<file path="config.mk">
export PLATFORM = sky130hd
export DESIGN_NAME = pio_in_filter
export DESIGN_NICKNAME = d
export VERILOG_FILES = /design/src/rtl/pio_in_filter.sv
export SDC_FILE = /design/constraint.sdc
export NUM_CORES = 1
export LEC_CHECK = 0
export CAP_MARGIN = 0
export CORE_MARGIN = 5
export CORE_UTILIZATION = 40
export CTS_CLUSTER_SIZE = 24
export DETAILED_ROUTE_END_ITERATION = 16
export PLACE_DENSITY = 0.64
export REMOVE_ABC_BUFFERS = 1
export SYNTH_ARGS = -nofsm -noshare
export SYNTH_HDL_FRONTEND = slang
export SYNTH_SLANG_ARGS = --single-unit
</file>
<file path="constraint.sdc">
create_clock -name DSPCLK -period 4.6 [get_ports DSPCLK]
set_input_delay 1.15 -clock DSPCLK [delete_from_list [all_inputs] [get_ports DSPCLK]]
set_output_delay 1.15 -clock DSPCLK [all_outputs]
set_load 0.02 [all_outputs]
</file>
<file path="src/rtl/pio_in_filter.sv">
// Pad input conditioner for PIO: 2-flop synchronizer plus per-pin debounce filter
// with a shared tick prescaler. Optional glitch-status register under PIO_FILT_STAT_EN.
module pio_in_filter #(
    parameter int NPIN  = 12,
    parameter int CNT_W = 4,
    parameter int PRE_W = 8
) (
    input  logic             DSPCLK,
    input  logic             T_RST,
    input  logic [NPIN-1:0]  PAD_IN,
    input  logic [15:0]      DMD,
    input  logic             PFLT_we,
    input  logic             selPFLT,
`ifdef PIO_FILT_STAT_EN
    input  logic             PFSTAT_we,
    input  logic             selPFSTAT,
    output logic [15:0]      PFSTAT_DMD,
`endif
    output logic [NPIN-1:0]  PIO_IN,
    output logic [15:0]      PFLT_DMD
);

    logic [NPIN-1:0]  r_s1;
    logic [NPIN-1:0]  r_s2;
    logic [CNT_W-1:0] r_flt_n;
    logic [PRE_W-1:0] r_presc;
    logic [PRE_W-1:0] r_tc;
    logic             w_tick;
    logic             w_bypass;
    logic [CNT_W-1:0] w_flt_last;
    logic [NPIN-1:0]  w_pio;
    logic [7:0]       w_presc8;
    logic [3:0]       w_flt4;

    always_ff @(posedge DSPCLK or posedge T_RST) begin
        if (T_RST) begin
            r_s1 <= '0;
            r_s2 <= '0;
        end else begin
            r_s1 <= PAD_IN;
            r_s2 <= r_s1;
        end
    end

    // Config write reloads the prescaler so the new tick period starts cleanly.
    always_ff @(posedge DSPCLK or posedge T_RST) begin
        if (T_RST) begin
            r_flt_n <= '0;
            r_presc <= '0;
            r_tc    <= '0;
        end else if (PFLT_we) begin
            r_flt_n <= DMD[CNT_W-1:0];
            r_presc <= DMD[8 +: PRE_W];
            r_tc    <= DMD[8 +: PRE_W];
        end else if (r_tc == '0) begin
            r_tc <= r_presc;
        end else begin
            r_tc <= r_tc - PRE_W'(1);
        end
    end

    assign w_tick     = (r_tc == '0) && !PFLT_we;
    assign w_bypass   = (r_flt_n == '0);
    assign w_flt_last = r_flt_n - CNT_W'(1);

`ifdef PIO_FILT_STAT_EN
    logic [NPIN-1:0] w_glitch;
    logic [NPIN-1:0] w_clr_mask;
    logic [11:0]     w_glitch12;

    assign w_clr_mask = NPIN'({DMD[15:12], DMD[7:0]});
    assign w_glitch12 = 12'(w_glitch);
    assign PFSTAT_DMD = selPFSTAT ? {w_glitch12[11:8], 4'b0, w_glitch12[7:0]} : 16'h0000;
`endif

    generate
        for (genvar gi = 0; gi < NPIN; gi++) begin : g_pin
            logic             r_pio;
            logic [CNT_W-1:0] r_cnt;

            // A tick that finds the input back at the output level discards the partial count.
            always_ff @(posedge DSPCLK or posedge T_RST) begin
                if (T_RST) begin
                    r_pio <= 1'b0;
                    r_cnt <= '0;
                end else if (PFLT_we) begin
                    r_cnt <= '0;
                end else if (w_bypass) begin
                    r_pio <= r_s2[gi];
                    r_cnt <= '0;
                end else if (w_tick) begin
                    if (r_s2[gi] == r_pio) begin
                        r_cnt <= '0;
                    end else if (r_cnt == w_flt_last) begin
                        r_pio <= r_s2[gi];
                        r_cnt <= '0;
                    end else begin
                        r_cnt <= r_cnt + CNT_W'(1);
                    end
                end
            end

            assign w_pio[gi] = r_pio;

`ifdef PIO_FILT_STAT_EN
            logic r_glitch;
            logic w_set;

            assign w_set = w_tick && !w_bypass && (r_cnt != '0) && (r_s2[gi] == r_pio);

            always_ff @(posedge DSPCLK or posedge T_RST) begin
                if (T_RST) begin
                    r_glitch <= 1'b0;
                end else if (w_set) begin
                    r_glitch <= 1'b1;
                end else if (PFSTAT_we && w_clr_mask[gi]) begin
                    r_glitch <= 1'b0;
                end
            end

            assign w_glitch[gi] = r_glitch;
`endif
        end
    endgenerate

    assign PIO_IN   = w_pio;
    assign w_presc8 = 8'(r_presc);
    assign w_flt4   = 4'(r_flt_n);
    assign PFLT_DMD = selPFLT ? {w_presc8, 4'b0, w_flt4} : 16'h0000;

endmodule

</file>
==> results.json <==
{
  "outcome": "completed",
  "min_from": "r_s1[7]",
  "worst-path-buf-inv": 2,
  "multi_input_area_um2": 2690,
  "nFillCells": 1276,
  "pwr-share-seq_pct": 42.6,
  "critPathMostFrequentCell": "clkdlybuf4s50_1",
  "clk_pin_slew_worst_paths_ps": 70,
  "grt_pass1_vias": 3844,
  "syn_avg_cell_area_um2": 10.71,
  "finalCriticalPeriod_ps": 3696,
  "die_area_um2": 16440,
  "num_rows": 43,
  "cts_inserted_buffers": 9,
  "p_int_uw": 1796,
  "cts.hold.buffers_added": 0,
  "tightest_slew_ps": 851.0,
  "yosys-top-cells-count": "dfrtp_1 (104), nand2_1 (52), o21ai_0 (41)",
  "portBuffers": 51,
  "grt_overflow": 0,
  "yosys_most_used_dff": "dfrtp_1",
  "synthCells": 522,
  "hold_viol": 0,
  "powerDensity_nw_per_um2": 376.1,
  "cp.required_ps": 3450,
  "dp_hpwl_mm": 7.664,
  "hold_ws_ps": 351.7,
  "area_growth_pct": 17.01,
  "pwr-share-clk_pct": 38.0,
  "rsz0062_at_grt": "false",
  "post-synth-top-count-cell": "dfrtp_1",
  "antenna_left": 0,
  "grt_pass1_wl_mm": 19.02,
  "cp_cell_sequence": "clkdlybuf4s50_1 -> and2_1 -> clkdlybuf4s50_1",
  "fin_ws_ps": 904.4,
  "die_width_um": 128.2,
  "tns_ps": 0,
  "finalNetCount": 606,
  "grt_usage_pct": 14.51,
  "pre_cts_ws_ps": 890.3,
  "finClkSkew_ps": 4.329,
  "drive_gt1_share_pct": 11.19,
  "antenna_found_initial": 0,
  "syn_area_um2": 5590,
  "ir_worst_vdd_uv": 317.3,
  "route.detailed.wl_per_inst_um": 14.91,
  "timing.rr.start": "r_flt_n[0]",
  "diodes": 0,
  "drtIter0Drc": 167,
  "fin_cells": 743,
  "max_freq_mhz": 270.6,
  "cp_slowest_cell": "clkdlybuf4s50_1",
  "via_per_inst": 5.052,
  "htreeDepth": 3,
  "crit_path_start": "selPFLT",
  "period_share_pct": 80.34,
  "synthTopCellsByArea": "dfrtp_1 (47%), xor2_1 (6.3%), xnor2_1 (5.5%)",
  "grt_max_degree": 61,
  "synth_edf_count": 0,
  "path_class": "in2out",
  "max_slew_margin_pct": 43.02,
  "rr_endpoint": "g_pin[2].r_cnt[2]",
  "drc": 0,
  "cp_num_cells": 3,
  "synth-seq-area-share_pct": 46.55,
  "static-leakage-power_uw": 0.002890,
  "ys_ff_latch": 104,
  "ff2ff_setup_slack_ps": 1860,
  "cts_root_buf": "clkbuf_16",
  "r2r_cells": 8,
  "clkLatencyLatePin_ps": 350,
  "clock-sinks": 104,
  "end_kind": "primary output",
  "cts_setup_buffers": 0,
  "async_reset_ff_share_pct": 100.0,
  "critical_path.max_fanout": 12,
  "maxCapViolCount": 0,
  "ys.warnings.count": 0,
  "regArea_um2": 2603,
  "die_h_um": 128.2,
  "slowest_delay_ps": 620,
  "synth.top_cell.area_share_pct": 46.55,
  "power_switching_uw": 664.6,
  "arrival_ps": 2550,
  "vias": 3754,
  "gp_congestion": 0.8149,
  "ios": 60,
  "swShare_pct": 27.01,
  "setup_violations": 0,
  "cts-resized-gates": 0,
  "dp_cells": 727,
  "drtPass1Iterations": 4,
  "pwr-share-comb_pct": 19.4,
  "start_util_pct": 40.59,
  "synth_cell_types": 53,
  "place_area_um2": 6173,
  "path_delay_family": "buffers and inverters",
  "clock_path_buffers": 2,
  "cts_tree": "done",
  "coreArea_um2": 13770,
  "worstSetupStartpointType": "primary input",
  "maxSlewViolCount": 0,
  "yosys.area.top_type": "dfrtp_1",
  "cp-endpoint": "PFLT_DMD[15]",
  "design_area_um2": 6541,
  "hold_class": "reg2reg",
  "wl_mm": 11.08
}
[per-stage QoR]
stage	total power (µW)	util [%]
final	2460	47.49
after global routing	2584	47.49
after CTS	2495	47.49
after detailed placement	1550	44.82
after global placement	1536	44.82
after floorplan	1369	-
[flip-flops by register name, summed over array words and instances, names as in the netlist]
signal       cells
g_pin.r_cnt     48
g_pin.r_pio     12
r_s1            12
r_s2            12
r_presc          8
r_tc             8
r_flt_n          4
[power groups by stage]
stage | clock network, µW | registers [µW] | logic, µW
after floorplan | 0 | 1080 | 286
after global placement | 0 | 1060 | 474
after detailed placement | 0 | 1070 | 485
after CTS | 960 | 1050 | 488
after global routing | 996 | 1060 | 530
final | 935 | 1050 | 478
[kinds of logic after synthesis]
kind of cell               share of synthesized area, %
xor gates and xnor gates                          15.87
DFF                                               46.55
other                                           0.06708
adders and majority gates                         3.581
muxes                                             2.619
AOI/OAI and AO/OA                                 11.55
and+or+nand+nor                                   14.10
buffers and inverters                             5.662
[placed cells by master, fill, tap and decap left out, drive strengths merged, types with 2 or more instances in the layout]
cell type	count
a21o	5
a21oi	17
a221oi	3
a22o	9
and2	13
buf	8
bufinv	4
clkbuf	9
clkdlybuf4s50	51
clkinv	2
conb	4
dfrtp	104
ha	16
inv	23
mux2	13
nand2	52
nand3	22
nand4	6
nor2	15
nor2b	5
nor3	10
nor3b	5
nor4	5
nor4b	2
o211ai	3
o21ai	51
o22ai	2
or3	4
or4	3
xnor2	36
xnor3	9
xor2	40
[layout make-up]
cell class / instances / area share, %
Clock inverter: 7 / 2.181
Multi-Input combinational cell: 362 / 41.12
Clock buffer: 9 / 3.443
Tap cell: 180 / 3.443
Sequential cell: 104 / 39.79
Inverter: 22 / 1.301
Timing Repair Buffer: 59 / 8.722
[how the worst min path moves through the flow]
stage                     cells after the start  slack (ps)       end
after global routing                          0         370  r_s2[10]
after floorplan                               0         330   r_s2[0]
after detailed placement                      0         340   r_s2[6]
after global placement                        0         340   r_s2[0]
after CTS                                     0         360  r_s2[10]
final                                         0         350   r_s2[7]
[metal layers]
metal / vias up / share of wire, % / track usage (%)
met5: - / 0 / 0
met4: 0 / 2.0 / 4.619
met3: 19 / 5.1 / 4.333
met2: 81 / 48 / 23.57
met1: 1810 / 45 / 18.61
li1: 1844 / - / -
No activity file was read; power rests on OpenSTA's default activity.
